--- src/rtl/me_best_mv_collector_if.sv ---
// SAD sample stream (in) and best-MV result stream (out) for me_best_mv_collector.
// master = SAD producer / result consumer side, slave = collector side.
interface me_best_mv_collector_if #(
  parameter int SAD_W = 16,
  parameter int COL_W = 5,
  parameter int ROW_W = 7
);
  logic             sad_valid;
  logic [1:0]       sad_cb;
  logic [SAD_W-1:0] sad_value;
  logic [COL_W-1:0] sad_col;
  logic [ROW_W-1:0] sad_row;

  logic             res_valid;
  logic             res_ready;
  logic [1:0]       res_cb;
  logic             res_hit;
  logic [SAD_W-1:0] res_sad;
  logic [COL_W:0]   res_mv_x;
  logic [ROW_W:0]   res_mv_y;

  modport master (
    output sad_valid, sad_cb, sad_value, sad_col, sad_row, res_ready,
    input  res_valid, res_cb, res_hit, res_sad, res_mv_x, res_mv_y
  );

  modport slave (
    input  sad_valid, sad_cb, sad_value, sad_col, sad_row, res_ready,
    output res_valid, res_cb, res_hit, res_sad, res_mv_x, res_mv_y
  );
endinterface

--- src/rtl/me_best_mv_collector.sv ---
// Tracks the minimum-SAD sample and its MV per sub-block, then drains 4 winners in CB order.
// Optional macro ME_MV_COST_EN: adds lambda port and MV-cost-weighted compare metric.
module me_best_mv_collector #(
  parameter int SAD_W      = 16,
  parameter int COL_W      = 5,
  parameter int ROW_W      = 7,
  parameter int COL_CENTER = 16,
  parameter int ROW_CENTER = 32
) (
  input  logic clk,
  input  logic rst_n,
  input  logic start,
  input  logic search_done,
`ifdef ME_MV_COST_EN
  input  logic [3:0] lambda,
`endif
  me_best_mv_collector_if.slave bus,
  output logic busy,
  output logic done
);

`ifdef ME_MV_COST_EN
  localparam int MET_W = SAD_W + 9;
`else
  localparam int MET_W = SAD_W;
`endif

  typedef enum logic [1:0] {S_IDLE, S_COLLECT, S_DRAIN} state_e;

  state_e                  state_q, state_d;
  logic [1:0]              idx_q, idx_d;
  logic                    done_q, done_d;
  logic [3:0]              hit_q, hit_d;
  logic [3:0][SAD_W-1:0]   sad_q, sad_d;
  logic [3:0][COL_W:0]     mvx_q, mvx_d;
  logic [3:0][ROW_W:0]     mvy_q, mvy_d;
`ifdef ME_MV_COST_EN
  logic [3:0][MET_W-1:0]   met_q, met_d;
  logic [COL_W:0]          abs_x;
  logic [ROW_W:0]          abs_y;
`endif

  logic [COL_W:0]   samp_mvx;
  logic [ROW_W:0]   samp_mvy;
  logic [MET_W-1:0] cur_met, best_met;
  logic             drain_vld;

  // Zero-extend the unsigned indices, then subtract in two's complement.
  assign samp_mvx = {1'b0, bus.sad_col} - (COL_W+1)'(COL_CENTER);
  assign samp_mvy = {1'b0, bus.sad_row} - (ROW_W+1)'(ROW_CENTER);

`ifdef ME_MV_COST_EN
  assign abs_x    = samp_mvx[COL_W] ? -samp_mvx : samp_mvx;
  assign abs_y    = samp_mvy[ROW_W] ? -samp_mvy : samp_mvy;
  assign cur_met  = MET_W'(bus.sad_value)
                  + MET_W'(lambda) * (MET_W'(abs_x) + MET_W'(abs_y));
  assign best_met = met_q[bus.sad_cb];
`else
  assign cur_met  = bus.sad_value;
  assign best_met = sad_q[bus.sad_cb];
`endif

  always_comb begin
    state_d = state_q;
    idx_d   = idx_q;
    done_d  = 1'b0;
    hit_d   = hit_q;
    sad_d   = sad_q;
    mvx_d   = mvx_q;
    mvy_d   = mvy_q;
`ifdef ME_MV_COST_EN
    met_d   = met_q;
`endif
    case (state_q)
      S_IDLE, S_COLLECT: begin
        if (start) begin
          state_d = S_COLLECT;
          for (int unsigned i = 0; i < 4; i++) begin
            hit_d[i] = 1'b0;
            sad_d[i] = '1;
            mvx_d[i] = '0;
            mvy_d[i] = '0;
`ifdef ME_MV_COST_EN
            met_d[i] = '1;
`endif
          end
        end else if (state_q == S_COLLECT) begin
          // Strict less-than: on a tie the earlier sample stays.
          if (bus.sad_valid && (!hit_q[bus.sad_cb] || cur_met < best_met)) begin
            hit_d[bus.sad_cb] = 1'b1;
            sad_d[bus.sad_cb] = bus.sad_value;
            mvx_d[bus.sad_cb] = samp_mvx;
            mvy_d[bus.sad_cb] = samp_mvy;
`ifdef ME_MV_COST_EN
            met_d[bus.sad_cb] = cur_met;
`endif
          end
          if (search_done) begin
            state_d = S_DRAIN;
            idx_d   = '0;
          end
        end
      end
      S_DRAIN: begin
        if (bus.res_ready) begin
          if (idx_q == 2'd3) begin
            state_d = S_IDLE;
            done_d  = 1'b1;
          end else begin
            idx_d = idx_q + 2'd1;
          end
        end
      end
      default: state_d = S_IDLE;
    endcase
  end

  always_ff @(posedge clk or negedge rst_n) begin
    if (!rst_n) begin
      state_q <= S_IDLE;
      idx_q   <= '0;
      done_q  <= 1'b0;
      hit_q   <= '0;
      sad_q   <= '1;
      mvx_q   <= '0;
      mvy_q   <= '0;
`ifdef ME_MV_COST_EN
      met_q   <= '1;
`endif
    end else begin
      state_q <= state_d;
      idx_q   <= idx_d;
      done_q  <= done_d;
      hit_q   <= hit_d;
      sad_q   <= sad_d;
      mvx_q   <= mvx_d;
      mvy_q   <= mvy_d;
`ifdef ME_MV_COST_EN
      met_q   <= met_d;
`endif
    end
  end

  // Result word is decoded from registered state so reset clears it immediately.
  assign drain_vld     = (state_q == S_DRAIN);
  assign bus.res_valid = drain_vld;
  assign bus.res_cb    = drain_vld ? idx_q        : '0;
  assign bus.res_hit   = drain_vld ? hit_q[idx_q] : 1'b0;
  assign bus.res_sad   = drain_vld ? sad_q[idx_q] : '0;
  assign bus.res_mv_x  = drain_vld ? mvx_q[idx_q] : '0;
  assign bus.res_mv_y  = drain_vld ? mvy_q[idx_q] : '0;
  assign busy          = (state_q != S_IDLE);
  assign done          = done_q;

endmodule

--- src/flat_wrapper.sv ---
// flat-port wrapper written by rule: the top's interface ports become plain ports
module me_best_mv_collector_flat 
#(
  parameter int SAD_W      = 16,
  parameter int COL_W      = 5,
  parameter int ROW_W      = 7,
  parameter int COL_CENTER = 16,
  parameter int ROW_CENTER = 32
)
  (clk, rst_n, start, search_done, busy, done, bus_sad_valid, bus_sad_cb, bus_sad_value, bus_sad_col, bus_sad_row, bus_res_ready, bus_res_valid, bus_res_cb, bus_res_hit, bus_res_sad, bus_res_mv_x, bus_res_mv_y);
  me_best_mv_collector_if #(.SAD_W(SAD_W), .COL_W(COL_W), .ROW_W(ROW_W)) bus_i ();
  input  logic clk;
  input  logic rst_n;
  input  logic start;
  input  logic search_done;
  output logic busy;
  output logic done;
  input wire logic [$bits(bus_i.sad_valid)-1:0] bus_sad_valid;
  input wire logic [$bits(bus_i.sad_cb)-1:0] bus_sad_cb;
  input wire logic [$bits(bus_i.sad_value)-1:0] bus_sad_value;
  input wire logic [$bits(bus_i.sad_col)-1:0] bus_sad_col;
  input wire logic [$bits(bus_i.sad_row)-1:0] bus_sad_row;
  input wire logic [$bits(bus_i.res_ready)-1:0] bus_res_ready;
  output wire logic [$bits(bus_i.res_valid)-1:0] bus_res_valid;
  output wire logic [$bits(bus_i.res_cb)-1:0] bus_res_cb;
  output wire logic [$bits(bus_i.res_hit)-1:0] bus_res_hit;
  output wire logic [$bits(bus_i.res_sad)-1:0] bus_res_sad;
  output wire logic [$bits(bus_i.res_mv_x)-1:0] bus_res_mv_x;
  output wire logic [$bits(bus_i.res_mv_y)-1:0] bus_res_mv_y;
  assign bus_i.sad_valid = bus_sad_valid;
  assign bus_i.sad_cb = bus_sad_cb;
  assign bus_i.sad_value = bus_sad_value;
  assign bus_i.sad_col = bus_sad_col;
  assign bus_i.sad_row = bus_sad_row;
  assign bus_i.res_ready = bus_res_ready;
  assign bus_res_valid = bus_i.res_valid;
  assign bus_res_cb = bus_i.res_cb;
  assign bus_res_hit = bus_i.res_hit;
  assign bus_res_sad = bus_i.res_sad;
  assign bus_res_mv_x = bus_i.res_mv_x;
  assign bus_res_mv_y = bus_i.res_mv_y;
  me_best_mv_collector #(.SAD_W(SAD_W), .COL_W(COL_W), .ROW_W(ROW_W), .COL_CENTER(COL_CENTER), .ROW_CENTER(ROW_CENTER)) u_core (.clk(clk), .rst_n(rst_n), .start(start), .search_done(search_done), .bus(bus_i), .busy(busy), .done(done));
endmodule
--- config.mk ---
export PLATFORM = sky130hd
export DESIGN_NAME = me_best_mv_collector_flat
export DESIGN_NICKNAME = d
export VERILOG_FILES = /design/src/rtl/me_best_mv_collector_if.sv /design/src/rtl/me_best_mv_collector.sv /design/src/flat_wrapper.sv
export SDC_FILE = /design/constraint.sdc
export NUM_CORES = 1
export LEC_CHECK = 0
export CORE_ASPECT_RATIO = 0.8
export CORE_MARGIN = 2
export CORE_UTILIZATION = 45
export DETAILED_ROUTE_END_ITERATION = 16
export PLACE_DENSITY = 0.66
export SLEW_MARGIN = 10
export SYNTH_ARGS = -nofsm -noshare
export SYNTH_HDL_FRONTEND = slang
export SYNTH_SLANG_ARGS = --single-unit
--- constraint.sdc ---
create_clock -name clk -period 5.7 [get_ports clk]
set_input_delay 1.14 -clock clk [delete_from_list [all_inputs] [get_ports clk]]
set_output_delay 1.14 -clock clk [all_outputs]
set_load 0.1 [all_outputs]
==> results of run 1 <==
## cell families (layout without fill, tap and decap cells)
kind of cell / after synthesis / after routing / share of synthesized area [%]
simple gates: 186 / 186 / 12.0
mux: 140 / 140 / 27.9
flops: 125 / 125 / 45.3
buf+inv: 77 / 151 / 4.76
compound gates: 71 / 71 / 6.95
fa+ha+maj: 17 / 17 / 3.01
## worst max-delay path by stage
stage,start,to,slack [ns],cells past startpoint
after detailed placement,bus_sad_cb[0],u_core.sad_q[22],0.77,12
after floorplan,bus_sad_cb[0],u_core.sad_q[16],1.41,12
after global routing,bus_sad_cb[0],u_core.sad_q[19],0.81,12
after global placement,bus_sad_cb[1],u_core.sad_q[61],0.87,12
after CTS,bus_sad_cb[0],u_core.sad_q[19],1.12,12
final,bus_sad_cb[0],u_core.sad_q[19],1.12,12
## worst register-to-register path: cells and delay by family, from the launching register on
kind	cells	cell delay (ns)
buf+inv	2	0.51
fa+ha+maj	1	0.25
simple gates	1	0.23
flops	1	0.37
mux	2	0.74
compound gates	4	1.13
## power breakdown
group / switching, uW / internal (uW) / total, uW
Sequential: 67.0 / 971 / 1040
Clock: 393 / 685 / 1080
Combinational: 441 / 263 / 704
## routing by layer
metal  global-route usage, %  routed length [microns]  share of wire [%]
met4                    5.89                      140               0.79
met3                    5.45                     1320                7.4
met5                       0                        0                  0
met1                    33.3                     8040                 45
met2                    35.1                     8220                 46
## cells in the final DEF (no fill, tap or decap), drive strengths merged, types with 9 or more instances in the layout
cell type and count:
o211ai 9, nor2 63, dfstp 64, and2 31, a21oi 18, buf 19, nand2 63, dfrtp 61
nand2b 12, ha 17, o21ai 20, inv 30, mux4 46, mux2i 94, clkbuf 21, clkdlybuf4s50 70
## cell type report
type,instances,area (sq um)
multi-input combinational,414,3560
inverter,30,113
tap,210,263
clock inverter,11,144
timing repair buffer,89,868
sequential,125,3210
fill,1299,6610
clock buffer,21,440
## metrics by stage
| step | cell area, sq um | total power [uW] | hold slack (ns) | std cells |
|---|---|---|---|---|
| after floorplan | 7080 | 1550 | 0.475 | 616 |
| after global placement | 8020 | 1750 | 0.494 | 868 |
| after detailed placement | 8020 | 1760 | 0.503 | 868 |
| after CTS | 8600 | 2850 | 0.510 | 900 |
| after global routing | 8600 | 2940 | 0.515 | 900 |
| final | 8600 | 2820 | 0.510 | 900 |
## flip-flops by register name, indices dropped and copies added (netlist names)
register / flops
u_core.state_q: 2
u_core.idx_q: 2
u_core.done: 1
u_core.hit_q: 4
u_core.mvx_q: 20
u_core.sad_q: 64
u_core.mvy_q: 32
==> impl_metrics.toml, run 1 <==
[run_status]
status = "completed"

[timing]
min_period_ns = 4.58
period_share_pct = 80.4
rsz0062_at_grt = "no"
tightest_slew_ns = 1.20
hold_violations = 0
setup-violations-final = 0
fin_ws_ns = 1.12
max_clock_freq_mhz = 218
slew_violations = 0
relSlewSlack_pct = 19.6
timing.setup.tns_ns = 0
fin_skew_ns = 0.0106

[critical_path]
crit_arrival_ns = 4.91
crit_path_max_incr_delay_ns = 0.54
crit_slowest_cell = "mux4_2"
critPathMaxFanout = 22
cpMostUsedCell = "buf_4"
r2r_cells = 10
critPathKind = "input pin to register"
crit_path_cell_trace = "clkdlybuf4s50_1, buf_4, mux4_2, inv_1, ha_1, a211oi_1, o211ai_1, a221oi_2, nand2_1, a211oi_4, buf_4, mux2i_1"
cp_data_required_time_ns = 6.03
r2r_slack_ns = 2.39
cp-start-kind = "input pin"
r2r-start = "u_core.sad_q[61]"
path_delay_family = "buffers and inverters"
end_kind = "register"
critPathBufInv = 4
reg2reg_to = "u_core.sad_q[19]"

[clocking]
clock_latency_ns = 0.42
clk_path_buf_depth = 2
clk_pin_slew_ns = 0.05
cts_buffers = 17
cts_tree = "yes"
htreeDepth = 4
clock_tree.root_cell = "clkbuf_16"
cts_resized = 0
cts_setup_buffers = 0
clock_sink_count = 125
cts_hold_buf = 0

[yosys]
synth_ff_type = "dfstp_2"
yosysSeqAreaShare_pct = 45.3
syn_inst = 616
synth_warnings = 0
synth_top_area_cell = "dfstp_2"
synth.most_common_cell = "mux2i_1"
synth.area.top_cells = "dfstp_2 24%, dfrtp_1 22%, mux4_2 15%, mux2i_1 13%, nand2_1 3.3%"
syn-num-nets = 669
ys_types = 36
avgSynthCellArea_sq_um = 11.5
synthTopCellsByCount = "94 x mux2i_1, 64 x dfstp_2, 63 x nand2_1, 63 x nor2_1, 61 x dfrtp_1"
netlist_area_sq_um = 7080
synth_enable_flop_cells = 0
ys_ff_latch = 125
synth_top_area_share_pct = 23.8
synthArstFlopShare_pct = 100

[route]
drtIter0Drc = 441
dr.pass1.iters = 4
ant_nets = 0
post_drt_via_cell_ratio = 5.61
drcViolationCount = 0
wl_microns = 17700
routed-via-count = 5052
wl_per_cell_microns = 19.7

[floorplan]
start_util_pct = 46.5
core_sq_um = 15200
die_h_microns = 116
num_rows = 40
die_w_microns = 144
io_pins = 72
die-area_sq_um = 16800

[worst_hold_path]
hp-start = "u_core.sad_q[1]"
holdPathEnd = "u_core.sad_q[1]"
holdPathStages = 1
hp-class = "register to register"

[global_routing]
grt_max_degree = 74
grt_pass1_vias = 5359
grt_pass1_wl_microns = 28900
grt_usage_pct = 22.9
antenna_found_initial = 0
grt_overflow = 0

[layout]
syn2layout_area_growth_pct = 21.5
final_nets = 730
drive_gt1_share_pct = 24.8
utilization_pct = 56.5
antennaDiodeCount = 0

[pwr]
peakVddDrop_mv = 0.204
power.leakage_uw = 0.00351
p_per_area_nw_per_um2 = 328

[placement]
gp_congestion = 0.841
hpwl_microns = 11400
portBuffers = 71
dp_slack_ns = 0.774

[run]
max_cap_violations = 0
No activity file was read; power rests on OpenSTA's default activity.
==> run 2: changes to the inputs <==
==> constraint.sdc (replaced) <==
create_clock -name clk -period 4.3 [get_ports clk]
set_input_delay 0.86 -clock clk [delete_from_list [all_inputs] [get_ports clk]]
set_output_delay 0.86 -clock clk [all_outputs]
set_load 0.1 [all_outputs]
==> run 2 against run 1 <==
Compared with the run above: clock power rose by 21%; clock skew fell by 0.0022 ns; first-iteration DRC count fell by 41%; total power rose by 28%; hold slack got worse by 0.0076 ns; final cell count rose by 0.44%; critical path type unchanged; highest routed layer unchanged.
==> impl_metrics.toml, run 2 (same netlist as run 1, synthesis figures left out) <==
[run_status]
status = "completed"

[pwr]
power.internal_uw = 2430
switching_power_uw = 1180
clockPowerShare_pct = 36.2
p_sw_share_pct = 32.6
power.leakage_uw = 0.00360
peakVddDrop_mv = 0.442
p_per_area_nw_per_um2 = 422
pwr-share-comb_pct = 26.2
pwr-share-seq_pct = 37.6

[global_routing]
grt_pass1_wl_microns = 28300
grt_usage_pct = 22.5
grt_max_degree = 81
grt_overflow = 0
grt_pass1_vias = 5270
antenna_found_initial = 0

[layout]
antennaDiodeCount = 0
top_regs = "u_core.sad_q (64), u_core.mvy_q (32), u_core.mvx_q (20)"
largest_register_ffs = 64
final_cell_mix = "94 x mux2i_1, 64 x dfstp_2, 63 x nand2_1, 62 x nor2_1, 60 x dfrtp_1"
final_nets = 734
syn2layout_area_growth_pct = 20.7
drive_gt1_share_pct = 30.1
finalInstanceArea_sq_um = 8540
utilization_pct = 56.1
nFillCells = 1313
regMostFlops = "u_core.sad_q"
layout_commonest_cell = "mux2i_1"

[route]
ant_nets = 0
drcViolationCount = 0
dr.pass1.iters = 5
post_drt_via_cell_ratio = 5.64
drtIter0Drc = 262
routed-via-count = 5098
wl_per_cell_microns = 19.3
wl_microns = 17500

[floorplan]
core_sq_um = 15200
num_rows = 40
io_pins = 72
die-area_sq_um = 16800
die_w_microns = 144
die_h_microns = 116
start_util_pct = 46.5

[critical_path]
crit_arrival_ns = 4.12
critPathKind = "input pin to register"
end_kind = "register"
cp-start-kind = "input pin"
critPathMaxFanout = 20
cp_data_required_time_ns = 4.64

[timing]
setup-violations-final = 0
min_period_ns = 3.78
rsz0062_at_grt = "no"
relSlewSlack_pct = 26.9
hold_violations = 0
fin_skew_ns = 0.00839
slew_violations = 0
max_clock_freq_mhz = 264
tightest_slew_ns = 1.09
timing.setup.tns_ns = 0
period_share_pct = 88.0

[worst_hold_path]
hp-class = "register to register"

[placement]
portBuffers = 71
placed_area_sq_um = 8010
hpwl_microns = 11200
gp_congestion = 0.815

[clocking]
clock_latency_ns = 0.42
cts_hold_buf = 0
cts_tree = "yes"
cts_resized = 0
clk_path_buf_depth = 2
cts_setup_buffers = 0
clock_tree.root_cell = "clkbuf_16"
clock_sink_count = 125
clk_pin_slew_ns = 0.05
htreeDepth = 4
cts_buffers = 17

[run]
max_cap_violations = 0
==> run 2: final cells by class <==
type | count | area [sq um] | share of cell area [%]
clock buffers | 23 | 458 | 5.36
multi-input cells | 414 | 3560 | 41.7
flip-flops and latches | 125 | 3210 | 37.6
repair buffers | 93 | 863 | 10.1
well taps | 210 | 263 | 3.08
inverters | 30 | 113 | 1.32
clock inverters | 9 | 72.6 | 0.850
==> run 2: power by group through the flow <==
stage	Clock (uW)	Sequential, uW	Combinational [uW]
4_1_cts	1330	1350	959
5_1_grt	1400	1370	1020
3_3_place_gp	0	1370	945
3_5_place_dp	0	1370	955
6_report	1310	1360	945
2_1_floorplan	0	1340	710
==> run 2: layer usage <==
layer / wire, microns / part of all wire [%] / GRT usage (%) / vias up
met5: 0 / 0 / 0 / -
met4: 176 / 1.0 / 6.47 / 0
met3: 914 / 5.2 / 5.33 / 17
met2: 8290 / 47 / 35.6 / 148
met1: 8080 / 46 / 31.4 / 2631
li1: - / - / - / 2302
==> run 2: worst max-delay path: stages <==
cell and delay, ns:
clkdlybuf4s50_1 0.51, buf_12 0.21, mux4_2 0.51, inv_1 0.08
ha_1 0.25, a21oi_1 0.15, a21oi_1 0.10, o31ai_2 0.39
nand2_1 0.19, buf_4 0.19, a21oi_4 0.18, buf_4 0.24
mux2i_1 0.24
==> run 2: path summary, 6_finish.rpt <==
path                            slack, ns             start          endpoint  cells after the start
worst max-delay path                 0.52     bus_sad_cb[0]  u_core.sad_q[48]                     13
worst min-delay path                 0.50   u_core.idx_q[0]   u_core.idx_q[0]                      1
worst max register to register       1.33  u_core.sad_q[25]  u_core.mvx_q[16]                     10
worst min register to register       0.50   u_core.idx_q[0]   u_core.idx_q[0]                      1
max in group asynchronous            2.84             rst_n   u_core.sad_q[8]                      2
min in group asynchronous            0.65             rst_n   u_core.hit_q[1]                      1
==> run 2: metrics by stage <==
step                      hold slack, ns  worst slack, ns  total power [uW]  instances
after global placement             0.492            0.139              2310        872
after floorplan                    0.475            0.292              2050        616
after detailed placement           0.497           0.0913              2330        872
after global routing               0.523            0.302              3780        904
after CTS                          0.505            0.488              3650        904
final                              0.502            0.517              3610        904
==> run 3: changes to the inputs <==
--- a/config.mk
+++ b/config.mk
@@ -6,7 +6,7 @@
 export NUM_CORES = 1
 export LEC_CHECK = 0
 export CORE_ASPECT_RATIO = 0.8
-export CORE_MARGIN = 2
+export CORE_MARGIN = 1.5
 export CORE_UTILIZATION = 45
 export DETAILED_ROUTE_END_ITERATION = 16
 export PLACE_DENSITY = 0.66
==> run 3 against run 2 <==
Compared with the run above: total power up 4.2%; critical path type unchanged; non-clock buffer count rose by 6; sequential share of layout area fell by 0.75 points; clock skew is essentially flat; routed wire length up 1.2%; count of clock-buffer cells in the layout decreased by 1; die area fell by 1.5%; utilization increased by 1.1 points; combinational power down 0.6%; critical path depth down 1; clock power grew 9%; setup slack worse by 0.11 ns.
==> impl_metrics.toml, run 3 (same netlist as run 1, synthesis figures left out) <==
[critical_path]
cp_data_required_time_ns = 4.63
critPathMaxFanout = 14
cp-start-kind = "input pin"
crit_path_max_incr_delay_ns = 0.52
crit_path_cell_trace = "clkdlybuf4s50_1, buf_12, mux4_2, inv_1, ha_1, a211oi_1, o211ai_1, a221oi_2, nand2_1, a211oi_4, buf_4, mux2i_1"
critPathKind = "input pin to register"
crit_arrival_ns = 4.22
crit_slowest_cell = "clkdlybuf4s50_1"
end_kind = "register"

[floorplan]
die-area_sq_um = 16500
io_pins = 72
start_util_pct = 46.5
die_w_microns = 143
die_h_microns = 115
num_rows = 40
core_sq_um = 15200

[layout]
antennaDiodeCount = 0
layout_commonest_cell = "mux2i_1"
regMostFlops = "u_core.sad_q"
finalInstanceArea_sq_um = 8720
top_regs = "u_core.sad_q (64), u_core.mvy_q (32), u_core.mvx_q (20)"
final_nets = 740
syn2layout_area_growth_pct = 23.2
final_cell_mix = "94 x mux2i_1, 64 x dfstp_2, 63 x nand2_1, 62 x nor2_1, 60 x dfrtp_1"
drive_gt1_share_pct = 31.3
largest_register_ffs = 64

[run]
max_cap_violations = 0

[clocking]
clock_latency_ns = 0.42
cts_setup_buffers = 0
clock_tree.root_cell = "clkbuf_16"
clk_path_buf_depth = 2
clock_sink_count = 125
cts_hold_buf = 0
cts_resized = 0
htreeDepth = 4
cts_tree = "yes"
clk_pin_slew_ns = 0.05
cts_buffers = 17

[route]
ant_nets = 0
routed-via-count = 5119
drtIter0Drc = 400
dr.pass1.iters = 7
wl_microns = 17700
wl_per_cell_microns = 19.4
drcViolationCount = 0
post_drt_via_cell_ratio = 5.63

[timing]
hold_ws_ns = 0.507
timing.setup.tns_ns = 0
fin_skew_ns = 0.00792
setup-violations-final = 0
min_period_ns = 3.89
slew_violations = 0
period_share_pct = 90.6
hold_violations = 0
max_clock_freq_mhz = 257
relSlewSlack_pct = 35.8
rsz0062_at_grt = "no"
tightest_slew_ns = 0.960

[global_routing]
grt_max_degree = 67
grt_overflow = 0
antenna_found_initial = 0
grt_pass1_wl_microns = 28500
grt_usage_pct = 23.1
grt_pass1_vias = 5185

[run_status]
status = "completed"

[pwr]
p_per_area_nw_per_um2 = 431
power.leakage_uw = 0.00367
peakVddDrop_mv = 0.394

[placement]
placed_area_sq_um = 8120
portBuffers = 71
hpwl_microns = 11600
gp_congestion = 0.854

[worst_hold_path]
hp-class = "input pin to asynchronous set/reset pin"
## run 3: cell types whose count changed in the layout (fill, tap and decap cells not counted), moves of 3 or more
cell,change
buf_12,+5
clkbuf_1,-4
clkbuf_8,+3
clkinv_2,-4
clkinvlp_4,+4
## run 3: worst paths after layout
check	startpoint	endpoint	slack [ns]	cells past startpoint
worst max-delay path	bus_sad_cb[0]	u_core.mvy_q[14]	0.41	12
worst min-delay path	rst_n	u_core.hit_q[1]	0.51	1
worst max register to register	u_core.sad_q[61]	u_core.mvy_q[14]	1.26	10
worst min register to register	u_core.sad_q[3]	u_core.sad_q[3]	0.51	1
max in group asynchronous	rst_n	u_core.sad_q[3]	2.97	2
min in group clk	u_core.sad_q[3]	u_core.sad_q[3]	0.51	1
## run 3: worst max-delay path, delay by kind of cell
family	cells	cell delay (ns)
AO/OA/AOI/OAI	4	1.10
adder cells (fa/ha/maj)	1	0.25
buffers and inverters	4	1.08
multiplexers	2	0.74
AND/OR/NAND/NOR	1	0.18
## run 3: metal layers
layer / vias up / share of wire, % / GRT usage, %
li1: 2328 / - / -
met1: 2612 / 47 / 33.1
met2: 160 / 46 / 35.4
met3: 19 / 5.6 / 4.71
met4: 0 / 0.89 / 7.15
met5: - / 0 / 0
## run 3: power breakdown
group | switching [uW] | internal (uW)
Sequential | 103 | 1290
Combinational | 576 | 362
Clock | 520 | 910
Total | 1200 | 2560
## run 3: final cells by class
class | instances | area (sq um)
fillers | 1277 | 6500
clock inverters | 10 | 113
clock buffers | 22 | 484
multi-input cells | 414 | 3560
inverters | 30 | 113
well taps | 210 | 263
flip-flops and latches | 125 | 3210
repair buffers | 99 | 971
## run 3: metrics by stage
step / cells / utilization, % / total power [uW] / setup slack (ns)
after detailed placement: 878 / 53.4 / 2350 / 0.00587
after CTS: 910 / 57.3 / 3790 / 0.408
after floorplan: 616 / - / 2050 / 0.292
after global routing: 910 / 57.3 / 3910 / 0.284
final: 910 / 57.3 / 3760 / 0.406
after global placement: 878 / 53.4 / 2330 / 0.134
